### src/rtl/serial_bus_arbiter.sv
// Arbitrates PC/MDR/MAR word sources onto the 8-bit host bus, sending each word MSB byte first.
// Latency: grant one edge after req seen in IDLE; one byte per accepted cycle; grant_done on last accept.
// Backpressure: byte held while ard_receive_ready is low; optional timeout aborts. Macro SERIAL_BUS_ARB_RR_EN selects round-robin.
module serial_bus_arbiter #(
    parameter int WORD_BYTES     = 2,
    parameter int TIMEOUT_CYCLES = 255
) (
    input  logic                    clk,
    input  logic                    rst,
    input  logic [2:0]              req,
    input  logic [8*WORD_BYTES-1:0] word_pc,
    input  logic [8*WORD_BYTES-1:0] word_mdr,
    input  logic [8*WORD_BYTES-1:0] word_mar,
    input  logic                    ard_receive_ready,
    output logic [7:0]              out_bus,
    output logic                    bus_pc,
    output logic                    bus_mdr,
    output logic                    bus_mar,
    output logic [2:0]              grant_done,
    output logic                    busy,
    output logic                    error
);

    localparam int W  = 8 * WORD_BYTES;
    localparam int IW = $clog2(WORD_BYTES) + 1;
    localparam int TW = $clog2(TIMEOUT_CYCLES) + 1;

    // Index of the final byte, and the stall count one below the timeout limit.
    localparam logic [IW-1:0] ILAST = IW'(WORD_BYTES - 1);
    localparam logic [TW-1:0] TLAST = TW'((TIMEOUT_CYCLES > 0) ? (TIMEOUT_CYCLES - 1) : 0);

    typedef enum logic {
        IDLE = 1'b0,
        SEND = 1'b1
    } state_t;

    state_t        state;
    logic [2:0]    sel;
    logic [W-1:0]  hold;
    logic [IW-1:0] idx;
    logic [TW-1:0] tcnt;
    logic [2:0]    win;
    logic [W-1:0]  win_word;
    logic [W-1:0]  hold_shift;

`ifdef SERIAL_BUS_ARB_RR_EN
    // Index of the requester searched first; 0=PC, 1=MDR, 2=MAR.
    logic [1:0]    rr_ptr;

    function automatic logic [2:0] pick_rr(input logic [2:0] r, input logic [1:0] p);
        logic [2:0] g;
        logic [2:0] s;
        g = '0;
        for (int k = 0; k < 3; k++) begin
            s = {1'b0, p} + 3'(k);
            if (s >= 3'd3) s = s - 3'd3;
            if (g == 3'b000 && r[s[1:0]]) g[s[1:0]] = 1'b1;
        end
        return g;
    endfunction

    // After a completed transfer, the search starts at the requester following the winner.
    function automatic logic [1:0] ptr_after(input logic [2:0] g);
        if (g[0])      return 2'd1;
        else if (g[1]) return 2'd2;
        else           return 2'd0;
    endfunction
`else
    function automatic logic [2:0] pick_fixed(input logic [2:0] r);
        if (r[0])      return 3'b001;
        else if (r[1]) return 3'b010;
        else if (r[2]) return 3'b100;
        else           return 3'b000;
    endfunction
`endif

    // Winner selection and its word, evaluated every cycle but only used in IDLE.
    always_comb begin
`ifdef SERIAL_BUS_ARB_RR_EN
        win = pick_rr(req, rr_ptr);
`else
        win = pick_fixed(req);
`endif
        if (win[0])      win_word = word_pc;
        else if (win[1]) win_word = word_mdr;
        else             win_word = word_mar;
        hold_shift = hold << 8;
    end

    // Arbitration/serialisation FSM; the holding register shifts so its top byte is always the next to send.
    always_ff @(posedge clk or posedge rst) begin
        if (rst) begin
            state      <= IDLE;
            sel        <= '0;
            hold       <= '0;
            idx        <= '0;
            tcnt       <= '0;
            out_bus    <= '0;
            grant_done <= '0;
            busy       <= 1'b0;
            error      <= 1'b0;
`ifdef SERIAL_BUS_ARB_RR_EN
            rr_ptr     <= 2'd0;
`endif
        end else begin
            grant_done <= '0;
            case (state)
                IDLE: begin
                    if (req != 3'b000) begin
                        state   <= SEND;
                        sel     <= win;
                        hold    <= win_word;
                        out_bus <= win_word[W-1 -: 8];
                        idx     <= '0;
                        tcnt    <= '0;
                        busy    <= 1'b1;
                    end
                end
                SEND: begin
                    if (ard_receive_ready) begin
                        tcnt <= '0;
                        if (idx == ILAST) begin
                            grant_done <= sel;
                            sel        <= '0;
                            out_bus    <= '0;
                            busy       <= 1'b0;
                            idx        <= '0;
                            state      <= IDLE;
`ifdef SERIAL_BUS_ARB_RR_EN
                            rr_ptr     <= ptr_after(sel);
`endif
                        end else begin
                            idx     <= idx + 1'b1;
                            hold    <= hold_shift;
                            out_bus <= hold_shift[W-1 -: 8];
                        end
                    end else if (TIMEOUT_CYCLES > 0) begin
                        if (tcnt == TLAST) begin
                            // Host never took the byte: drop the word, flag it, no completion pulse.
                            error   <= 1'b1;
                            sel     <= '0;
                            out_bus <= '0;
                            busy    <= 1'b0;
                            idx     <= '0;
                            tcnt    <= '0;
                            state   <= IDLE;
                        end else begin
                            tcnt <= tcnt + 1'b1;
                        end
                    end
                end
                default: state <= IDLE;
            endcase
        end
    end

    assign bus_pc  = sel[0];
    assign bus_mdr = sel[1];
    assign bus_mar = sel[2];

endmodule

### config.mk
export PLATFORM = sky130hd
export DESIGN_NAME = serial_bus_arbiter
export DESIGN_NICKNAME = d
export VERILOG_FILES = /design/src/rtl/serial_bus_arbiter.sv
export SDC_FILE = /design/constraint.sdc
export NUM_CORES = 1
export LEC_CHECK = 0
export CORE_UTILIZATION = 48
export DETAILED_ROUTE_END_ITERATION = 6
export HOLD_SLACK_MARGIN = 0.06
export PLACE_DENSITY_LB_ADDON = 0.3
export SLEW_MARGIN = 20
export SYNTH_ARGS = -nofsm -noshare
export SYNTH_HDL_FRONTEND = slang
export SYNTH_SLANG_ARGS = --single-unit
### constraint.sdc
create_clock -name clk -period 2.8 [get_ports clk]
set_input_delay 0.42 -clock clk [delete_from_list [all_inputs] [get_ports clk]]
set_output_delay 0.42 -clock clk [all_outputs]
set_load 0.03 [all_outputs]
# [Word-level counts from Yosys, hierarchy flattened]
# Index checks and enable logic that the tools add are counted.
# W data, S select, Z words.
[classes] bitwise=2 eq_ne=7 muxes=41 shifts=0 n_mul=0 n_reduce_logical=5 n_lt_le_gt_ge=0 n_addsub=2 div_mod_pow=0
[op_table] operator="$mux W8" n=7
[op_table] operator="$mux W16" n=2
[op_table] operator="$pmux W8 S2" n=2
[op_table] operator="$mux W3" n=10
[op_table] operator="$mux W9" n=3
[op_table] operator="$pmux W9 S2" n=1
[op_table] operator="$add A9 B1 Y9 const B" n=1
[op_table] operator="$eq A9 B8 Y1 const B" n=1
[op_table] operator="$reduce_and A3 Y1" n=3
[op_table] operator="$mux W1" n=8
[op_table] operator="$mux W2" n=4
[op_table] operator="$ne A2 B2 Y1 const B" n=3
[op_table] operator="$ne A3 B2 Y1 const B" n=2
[op_table] operator="$pmux W3 S2" n=1
[op_table] operator="$pmux W1 S2" n=2
[op_table] operator="$pmux W2 S2" n=1
[op_table] operator="$reduce_bool A3 Y1" n=1
[op_table] operator="$add A2 B1 Y2 const B" n=1
[op_table] operator="$eq A2 B1 Y1 const B" n=1
[op_table] operator="$not A1 Y1" n=2
[op_table] operator="$reduce_and A2 Y1" n=1
[totals] rom_bits=0 regBits=36 wordCells=66 inputBits=54 ramBits=0 output_inout_bits=16 mem_count=0 latchBits=0

# [Depth between registers and ports, before layout]
# Gate-level depths: netlist of the first run.
[depth] ltp_word=7 mapped_depth=8 mapped_depth_nobuf=6

# [Least setup slack after synthesis of the first run]
# Ideal clock, no wire load.
[synth_timing] path_kind="reg-to-reg" start="register tcnt[0]" end="register out_bus[3]" stages_incl_launch_ff=9 path_buffers=2 synth_period_minus_slack_ps=1884 setup_slack_ps=916 arrival_time_ps=1759 path_cell_list="dfrtp_1 -> inv_1 -> ha_1 -> inv_1 -> o41ai_4 -> and2_1 -> buf_6 -> buf_6 -> mux2_4"
[synth_via] elab_chain_len=3
[synth_rtl] element="start: declaration" line_no="41" source="logic [TW-1:0] tcnt;"
[synth_rtl] element="start signal: assignment" line_no="148" source="tcnt <= tcnt + 1'b1;"
[synth_rtl] element="$eq A9 B8 Y1" line_no="138" source="if (tcnt == TLAST) begin"
[synth_rtl] element="$ne A3 B2 Y1 (no line)"
[synth_rtl] element="$reduce_and A2 Y1 (no line)"
[synth_rtl] element="end signal: assignment" line_no="113" source="out_bus <= win_word[W-1 -: 8];"
[synth_rtl] element="end signal: assignment" line_no="135" source="out_bus <= hold_shift[W-1 -: 8];"
[synth_rtl] element="end: declaration" line_no="15" source="output logic [7:0] out_bus,"
# Every way passes these cells.
# A chain may end at the register's enable or synchronous reset.

# [Worst setup path in the final report of the first run]
[layout_timing] start="register tcnt[0]" end="register out_bus[0]"
# The elaborated chain is that of the path after synthesis.

==> results of run 1 <==
==> layer usage <==
metal / vias to the layer above / share of wire, % / track usage (%) / wire [um]
li1: 841 / - / - / -
met1: 793 / 45 / 29.4 / 2000
met2: 47 / 49 / 37.4 / 2160
met3: 7 / 4.3 / 4.66 / 191
met4: 0 / 1.8 / 10.9 / 78
met5: - / 0 / 0 / 0
==> registers in the layout, indices dropped and copies added (netlist names) <==
register / cells
hold: 8
busy: 1
grant_done: 3
out_bus: 8
idx: 2
state: 1
sel: 3
error: 1
tcnt: 9
==> stage by stage <==
stage / total power [W] / instance area, um^2 / hold WS, ps
floorplan: 0.00138 / 1980 / 449
global placement: 0.00170 / 2710 / 451
detailed placement: 0.00173 / 2710 / 468
CTS: 0.00218 / 2820 / 483
global route: 0.00230 / 2820 / 489
finish: 0.00217 / 2820 / 478
==> worst max-delay path: stages, from the launching register on <==
cell and delay, ps:
dfrtp_1 440, inv_1 80, ha_1 140, inv_1 60, o41ai_4 440, and2_1 640, mux2_2 410
==> final timing paths <==
check / startpoint / endpoint / slack (ps) / depth (start not counted)
min in group asynchronous: rst / sel[2] / 520 / 3
max reg2reg: tcnt[0] / out_bus[0] / 480 / 6
max in group asynchronous: rst / hold[0] / 1950 / 3
min reg2reg: idx[1] / idx[1] / 480 / 1
min: idx[1] / idx[1] / 480 / 1
max: tcnt[0] / out_bus[0] / 480 / 6
==> power by group through the flow <==
stage	registers, W	logic [W]	clock network [W]
finish	0.000825	0.000892	0.000454
global route	0.000845	0.000976	0.000481
floorplan	0.000942	0.000441	0
CTS	0.000822	0.000902	0.000460
detailed placement	0.000829	0.000897	0
global placement	0.000823	0.000878	0
==> cell families (layout without fill, tap and decap cells) <==
logic type      Yosys count  after routing  synth area share (%)
compound gates           38             38                  12.4
xor+xnor                  5              5                  2.21
fa+ha+maj                 2              2                  1.26
buf+inv                  24             96                  5.80
flops                    36             36                  45.4
mux                      34             34                  18.7
simple gates             63             63                  14.2
==> cell usage after synthesis <==
master | instances | area, um^2
nand2b_1 | 1 | 6.26
o41ai_4 | 1 | 27.5
buf_1 | 1 | 3.75
xor2_1 | 2 | 17.5
mux2_4 | 3 | 45.0
mux2_2 | 13 | 146
o21ai_0 | 21 | 105
clkbuf_1 | 5 | 18.8
nor2b_1 | 1 | 6.26
ha_1 | 2 | 25.0
o41ai_1 | 1 | 8.76
a31oi_1 | 1 | 6.26
inv_1 | 13 | 48.8
nand2_1 | 31 | 116
and2_1 | 4 | 25.0
dfrtp_1 | 36 | 901
a21o_1 | 3 | 22.5
a22o_1 | 2 | 17.5
or4_4 | 1 | 11.3
o21a_1 | 1 | 7.51
nand3_1 | 2 | 10.0
o22ai_1 | 8 | 50.1
nor2_1 | 11 | 41.3
nand4_1 | 2 | 12.5
buf_6 | 3 | 33.8
buf_2 | 2 | 10.0
xnor2_1 | 3 | 26.3
nor4_1 | 2 | 12.5
nor3_1 | 8 | 40.0
mux2i_1 | 18 | 180
==> final cells by class <==
type / instances / area, um^2
clock buffers: 6 / 72.6
inverters: 13 / 48.8
repair buffers: 75 / 736
multi-input cells: 142 / 967
flip-flops and latches: 36 / 901
well taps: 48 / 60.1
clock inverters: 2 / 35.0
fillers: 277 / 978
==> summary.md, run 1 <==
| Metric | Value |
|---|---|
| P_sw | `0.000798 W` |
| Starting density of the core | `52.2%` |
| Post-CTS sizing | `0` |
| Most common cell after layout, fill and taps aside | `clkdlybuf4s50_1` |
| Vias in the first global route | `between 1500 and 2000` |
| Period utilization | `roughly 83%` |
| Worst endpoint required time | `slightly below 3000 ps` |
| Avg WL per Cell | `13.8 um` |
| Endpoints failing hold | `0` |
| Clock latency on the worst-skew pair | `300 ps` |
| Hold WC Path Type | `flop to flop` |
| Die height | `66.3 um` |
| Die span in x | `66.3 um` |
| Power per cell area | `770 nW/um^2` |
| Switching share of total power | `36.7%` |
| Setup Crit Path Kind | `flop to flop` |
| Crit. End Element | `flop` |
| Share of cells above drive strength 1 | `11.3%` |
| # port buffers | `~70` |
| IR drop worst, VDD | `442 uV` |
| Via count | `1688` |
| First-pass GRT wire length | `7.41 mm` |
| Post-DP HPWL | `3.20 mm` |
| Combinational power share | `41.1%` |
| Least-Margin Pin Slew | `677 ps` |
| TritonCTS buffer count | `5` |
| Tmin final | `2320 ps` |
| DRT Wirelength | `4.43 mm` |
| FP Rows | `22` |
| Clk slew on worst S/H paths | `80 ps` |
| Die area | `4390 um^2` |
| Unrepaired setup endpoints after global routing | `no` |
| # H-tree levels | `2` |
| Pint | `0.00137 W` |
| Clk pwr share | `20.9%` |
| Ports | `70` |
| Remaining DRCs | `0` |
| Number of synthesized register bits | `36` |
| Sequential share of power | `38.0%` |
| Core ar. | `between 3000 and 4000 um^2` |
| Area added between synthesis and finish | `42.2%` |
| Post-CTS Hold Fix Bufs | `0` |
| Setup WS pre-CTS | `443 ps` |
| Final Skew | `slightly below 10 ps` |
| Crit Path Max Fanout | `15` |
| Synth Instances | `just over 200` |
| Final setup fails | `0` |
| Antenna violations before repair | `0` |
| Fmax | `431 MHz` |
| Largest net degree at the start of global routing | `37` |
| Pre-antenna DRT Iters | `4` |
| Register area share after synthesis | `between 40% and 50%` |
| Total clock sinks | `36` |
| Placed Cells | `314` |
| Max_slew headroom | `~55%` |
| Status | `finished clean` |
| Warnings, synthesis | `0` |
| Worst setup margin | `478 ps` |
| Util after Layout | `74.2%` |
| Static leakage | `1.25 nW` |
| DRC marker count from the first detailed-route iteration | `between 60 and 70` |
| WP data arrival | `2500 ps` |
| Maximum Capacitance Violations | `0` |
| Final nets | `329` |
| Worst setup SP type | `flop` |
| Fin Setup TNS | `0 ps` |
| CTS tree | `built` |
| Gpl congestion | `between 0.7 and 0.8` |
| Syn Nets | `258` |
| Avg Cell Area, Syn | `roughly 10 um^2` |
| Fin. max-slew vios | `0` |
| CTS max path bufs | `2` |
| Most frequent cells in the layout | `clkdlybuf4s50_1 (69), dfrtp_1 (36), nand2_1 (31), o21ai_0 (21), mux2i_1 (18)` |
| Setup Fix Bufs, Post-CTS | `0` |
| Antenna viol nets, final | `0` |
| Vias/cell | `5.24` |
| GRT Total Usage | `23.1%` |
| Final non-filler cell total | `322` |
| Root Buffer | `clkbuf_8` |
| Antenna cells | `0` |
| Synthesized area | `1980 um^2` |
| Synth cell types | `30` |
| Grt ovf | `0` |
No activity file was read; power rests on OpenSTA's default activity.
==> run 2, diff against run 1 <==
- CORE_UTILIZATION: 48 -> 45
- clock period: 2.8 -> 2.4 ns (I/O delays scaled with it)
==> run 2 against run 1 <==
Compared with the run above:
- core utilization shrank 5.4 points
- via count grew 3.3%
- worst setup slack lost 140 ps
- largest cell class unchanged
==> summary.md, run 2 (same netlist as run 1, synthesis figures left out) <==
| Metric | Value |
|---|---|
| First-pass GRT wire length | `7.49 mm` |
| Setup Fix Bufs, Post-CTS | `0` |
| Period utilization | `86.1%` |
| Buffers & Inverters on Critical Path | `2` |
| WP data arrival | `about 2300 ps` |
| Power per cell area | `872 nW/um^2` |
| Tmin final | `2070 ps` |
| Crit path top cell by count | `inv_1` |
| Final Skew | `5.70 ps` |
| Clock latency on the worst-skew pair | `290 ps` |
| Final setup fails | `0` |
| Clk slew on worst S/H paths | `70 ps` |
| Crit path cell chain | `inv_1 -> ha_1 -> inv_1 -> o41ai_4 -> and2_2 -> mux2_2` |
| Placed inst area | `~2700 um^2` |
| Die span in x | `68.4 um` |
| Maximum Capacitance Violations | `0` |
| # port buffers | `69` |
| Die area | `4680 um^2` |
| Hold WC Path Type | `input pin to async pin` |
| Slowest CP cell | `and2_2` |
| P_sw | `between 0.0009 and 0.001 W` |
| TritonCTS buffer count | `5` |
| Antenna viol nets, final | `0` |
| Die height | `68.4 um` |
| Crit Path Max Fanout | `15` |
| Area added between synthesis and finish | `42.8%` |
| Post-CTS sizing | `0` |
| Wl on met1 | `~2.1 mm` |
| Largest register FFs | `9` |
| Worst hold slack | `467 ps` |
| Root Buffer | `clkbuf_8` |
| Largest net degree at the start of global routing | `37` |
| Grt ovf | `0` |
| Worst endpoint required time | `2580 ps` |
| Share of cells above drive strength 1 | `about 13%` |
| Remaining DRCs | `0` |
| Static leakage | `1.26 nW` |
| Ports | `70` |
| Combinational power share | `43.7%` |
| Endpoints failing hold | `0` |
| Status | `finished clean` |
| Gpl congestion | `0.874` |
| Sequential share of power | `about two fifths` |
| Total clock sinks | `36` |
| Setup Crit Path Kind | `flop to flop` |
| Crit. End Element | `flop` |
| # H-tree levels | `2` |
| Largest registers | `tcnt x9, hold x8, out_bus x8` |
| Clk pwr share | `between 10% and 20%` |
| Met3 wire len | `between 200 and 300 um` |
| Post-DP HPWL | `3.27 mm` |
| Vias/cell | `between 5 and 6` |
| DRC marker count from the first detailed-route iteration | `109` |
| Final nets | `332` |
| Antenna cells | `0` |
| Post-CTS Hold Fix Bufs | `0` |
| Least-Margin Pin Slew | `435 ps` |
| Largest register by flop count | `tcnt` |
| CTS tree | `built` |
| Max_slew headroom | `70.8%` |
| Fin Setup TNS | `0 ps` |
| Fin. max-slew vios | `0` |
| IR drop worst, VDD | `471 uV` |
| DRT Wirelength | `~4.6 mm` |
| Starting density of the core | `between 40% and 50%` |
| Worst setup margin | `about 330 ps` |
| Fmax | `484 MHz` |
| Avg WL per Cell | `14.2 um` |
| Critical Path Max Stage Delay | `450 ps` |
| Pre-antenna DRT Iters | `5` |
| FP Rows | `23` |
| CTS max path bufs | `2` |
| GRT Total Usage | `22.1%` |
| Via count | `between 1500 and 2000` |
| Antenna violations before repair | `0` |
| Unrepaired setup endpoints after global routing | `no` |
| Switching share of total power | `37.9%` |
| Met2 routed WL | `roughly 2.2 mm` |
| Max layer used | `met4` |
| Most common cell after layout, fill and taps aside | `clkdlybuf4s50_1` |
| Setup WS pre-CTS | `around 110 ps` |
| Most frequent cells in the layout | `clkdlybuf4s50_1 (69), dfrtp_1 (36), nand2_1 (31), o21ai_0 (21), mux2i_1 (18)` |
| Vias in the first global route | `between 1500 and 2000` |
| Final Cell Area | `2830 um^2` |
| Family with the most delay on the worst path | `simple AND/OR/NAND/NOR gates` |
| Pint | `about 0.0015 W` |
| Worst setup SP type | `flop` |
| Core ar. | `roughly 4100 um^2` |
-- run 2: changes by cell type in the layout (fill, tap and decap cells not counted), sizes merged --
cell    before  now
clkinv       1    2
bufinv       1    0
buf          6    9
-- run 2: final cells by class --
cell class,count,area (um^2)
multi-input cells,142,968
clock buffers,6,82.6
clock inverters,2,10.0
repair buffers,78,758
flip-flops and latches,36,901
fillers,343,1280
well taps,50,62.6
inverters,13,48.8
-- run 2: power groups by stage --
stage | Combinational [W] | Clock, W | Sequential (W)
3_5_place_dp | 0.00107 | 0 | 0.000948
5_1_grt | 0.00117 | 0.000477 | 0.000971
6_report | 0.00108 | 0.000448 | 0.000943
3_3_place_gp | 0.00106 | 0 | 0.000944
4_1_cts | 0.00109 | 0.000456 | 0.000942
2_1_floorplan | 0.000515 | 0 | 0.00110
-- run 2: metrics by stage --
step,std cells,util [%],total power (W)
5_1_grt,327,68.8,0.00262
6_report,327,68.8,0.00247
2_1_floorplan,202,-,0.00161
3_5_place_dp,319,66.5,0.00202
4_1_cts,327,68.8,0.00248
3_3_place_gp,319,66.5,0.00200
-- run 2: per-layer routing --
metal  vias to the layer above  GRT usage, %
met2                        74          34.1
li1                        843             -
met3                         9          5.50
met1                       818          29.0
met4                         0          10.2
met5                         -             0
-- run 2: worst reg2reg max path: stages, from the launching register on --
cell and delay, ps:
dfrtp_1 430, inv_1 80, ha_1 140, inv_1 70, o41ai_4 410, and2_2 450
mux2_2 390
-- run 2: worst paths after layout --
kind | from | endpoint | slack, ps | cells past startpoint
setup / recovery | tcnt[0] | out_bus[5] | 330 | 6
hold reg to reg | error | error | 470 | 1
max in group asynchronous | rst | sel[1] | 1620 | 3
setup reg to reg | tcnt[0] | out_bus[5] | 330 | 6
min in group clk | error | error | 470 | 1
hold / removal | rst | tcnt[8] | 470 | 3
==> run 3, diff against run 2 <==
- GPL_ROUTABILITY_DRIVEN: default -> 0
- REMOVE_ABC_BUFFERS: default -> 1
==> run 3 against run 2 <==
Compared with the run above:
- sequential share of layout area barely moved
- fmax down 5.7%
- clock power down 4%
- critical endpoint is now out_bus[6]
- highest routed layer unchanged
==> summary.md, run 3 (same netlist as run 1, synthesis figures left out) <==
| Metric | Value |
|---|---|
| Status | `finished clean` |
| Fin. max-slew vios | `0` |
| Die area | `roughly 4700 um^2` |
| Avg WL per Cell | `12.6 um` |
| Util after Layout | `68.8%` |
| Family with the most delay on the worst path | `simple AND/OR/NAND/NOR gates` |
| First-pass GRT wire length | `6.99 mm` |
| Endpoints failing hold | `0` |
| CTS max path bufs | `2` |
| Wl on met1 | `roughly 1.9 mm` |
| Unrepaired setup endpoints after global routing | `no` |
| Reg2Reg Launch Point | `tcnt[0]` |
| # port buffers | `69` |
| Fmax | `456 MHz` |
| Clock latency on the worst-skew pair | `280 ps` |
| Ports | `70` |
| Pre-antenna DRT Iters | `4` |
| Number of cells on the worst reg-to-reg path | `6` |
| Hold WC Path Type | `flop to flop` |
| FP Rows | `23` |
| Worst setup SP type | `flop` |
| Starting density of the core | `48.2%` |
| CTS tree | `built` |
| Final setup fails | `0` |
| Largest net degree at the start of global routing | `37` |
| Least-Margin Pin Slew | `674 ps` |
| IR drop worst, VDD | `339 uV` |
| Crit path cell chain | `inv_1 -> ha_1 -> inv_1 -> o41ai_4 -> and2_1 -> mux2_2` |
| R2R Setup Slk | `210 ps` |
| Vias in the first global route | `1640` |
| Post-DP HPWL | `roughly 3.1 mm` |
| Most common cell after layout, fill and taps aside | `clkdlybuf4s50_1` |
| Max layer used | `met4` |
| Area of the multi-input gates | `967 um^2` |
| Reg area | `901 um^2` |
| Area added between synthesis and finish | `42.8%` |
| Buffers & Inverters on Critical Path | `2` |
| Vias/cell | `5.10` |
| Antenna violations before repair | `0` |
| Antenna viol nets, final | `0` |
| Post-CTS sizing | `0` |
| Via count | `1663` |
| Grt ovf | `0` |
| # H-tree levels | `2` |
| Fin Setup TNS | `0 ps` |
| Hold-critical path depth | `1` |
| Met2 routed WL | `between 1.5 and 2 mm` |
| Power per cell area | `863 nW/um^2` |
| Met3 wire len | `between 200 and 250 um` |
| Critical Path Max Stage Delay | `620 ps` |
| TritonCTS buffer count | `5` |
| Most frequent cells in the layout | `clkdlybuf4s50_1 (69), dfrtp_1 (36), nand2_1 (31), o21ai_0 (21), mux2i_1 (18)` |
| DRT Wirelength | `4.10 mm` |
| Setup Crit Path Kind | `flop to flop` |
| Max_slew headroom | `~55%` |
| Slowest CP cell | `and2_1` |
| Final Cell Area | `approximately 2800 um^2` |
| Crit path top cell by count | `inv_1` |
| Placed Cells | `between 300 and 400` |
| Total clock sinks | `36` |
| WHS Endpoint | `error` |
| Period utilization | `91.3%` |
| Largest register by flop count | `tcnt` |
| Fillcell total | `about 330` |
| Worst hold start | `error` |
| Static leakage | `approximately 1.3 nW` |
| Antenna cells | `0` |
| RR Endpoint | `out_bus[6]` |
| Largest register FFs | `9` |
| Share of cells above drive strength 1 | `11.6%` |
| Worst endpoint required time | `2570 ps` |
| DRC marker count from the first detailed-route iteration | `between 40 and 50` |
| Largest registers | `tcnt x9, hold x8, out_bus x8` |
| Post-CTS Hold Fix Bufs | `0` |
| WP data arrival | `around 2400 ps` |
| Setup Fix Bufs, Post-CTS | `0` |
| Clk slew on worst S/H paths | `70 ps` |
| Die span in x | `68.4 um` |
| Final Skew | `7.63 ps` |
| Final non-filler cell total | `326` |
| Crit. End Element | `flop` |
| Maximum Capacitance Violations | `0` |
| Die height | `68.4 um` |
| Root Buffer | `clkbuf_8` |
| GRT Total Usage | `20.4%` |
| Placed inst area | `2740 um^2` |
| Core ar. | `4120 um^2` |
| Tmin final | `2190 ps` |
| Crit Path Max Fanout | `15` |
| Final nets | `331` |
| Remaining DRCs | `0` |
==> run 3: metal layers <==
layer  up-vias  GRT usage, %
met5         -             0
met1       767          25.6
li1        843             -
met4         0          7.81
met3         5          5.83
met2        48          32.8
==> run 3: how the worst max path moves through the flow <==
stage,cells after the start,end,startpoint
floorplan,6,out_bus[0],tcnt[0]
global placement,4,out_bus[4],req[1]
CTS,6,out_bus[6],tcnt[0]
global route,4,out_bus[6],tcnt[4]
detailed placement,4,out_bus[7],req[1]
finish,6,out_bus[6],tcnt[0]
==> run 3: metrics by stage <==
| step | hold slack [ps] | setup slack (ps) | power (W) |
|---|---|---|---|
| after floorplan | 449 | 368 | 0.00155 |
| after global placement | 461 | 106 | 0.00201 |
| after detailed placement | 452 | 85.5 | 0.00203 |
| after CTS | 470 | 193 | 0.00247 |
| after global routing | 486 | 57.1 | 0.00262 |
| final | 467 | 209 | 0.00244 |
==> run 3: layout make-up <==
cell class / instances / share of cell area [%]
Tap cell: 50 / 2.21
Clock buffer: 8 / 3.18
Inverter: 13 / 1.72
Timing Repair Buffer: 77 / 26.9
Sequential cell: 36 / 31.8
Multi-Input combinational cell: 142 / 34.1
==> run 3: worst register-to-register path: stages, from the launching register on <==
cell and delay, ps:
dfrtp_1 430, inv_1 80, ha_1 130, inv_1 60
o41ai_4 340, and2_1 620, mux2_2 420
==> run 3: where the power goes <==
| group | switching, W | internal (W) | leakage (nW) | total (W) |
|---|---|---|---|---|
| logic | 0.000565 | 0.000511 | 0.734 | 0.00108 |
| clock network | 0.000198 | 0.000234 | 0.0455 | 0.000432 |
| registers | 0.000137 | 0.000799 | 0.476 | 0.000936 |
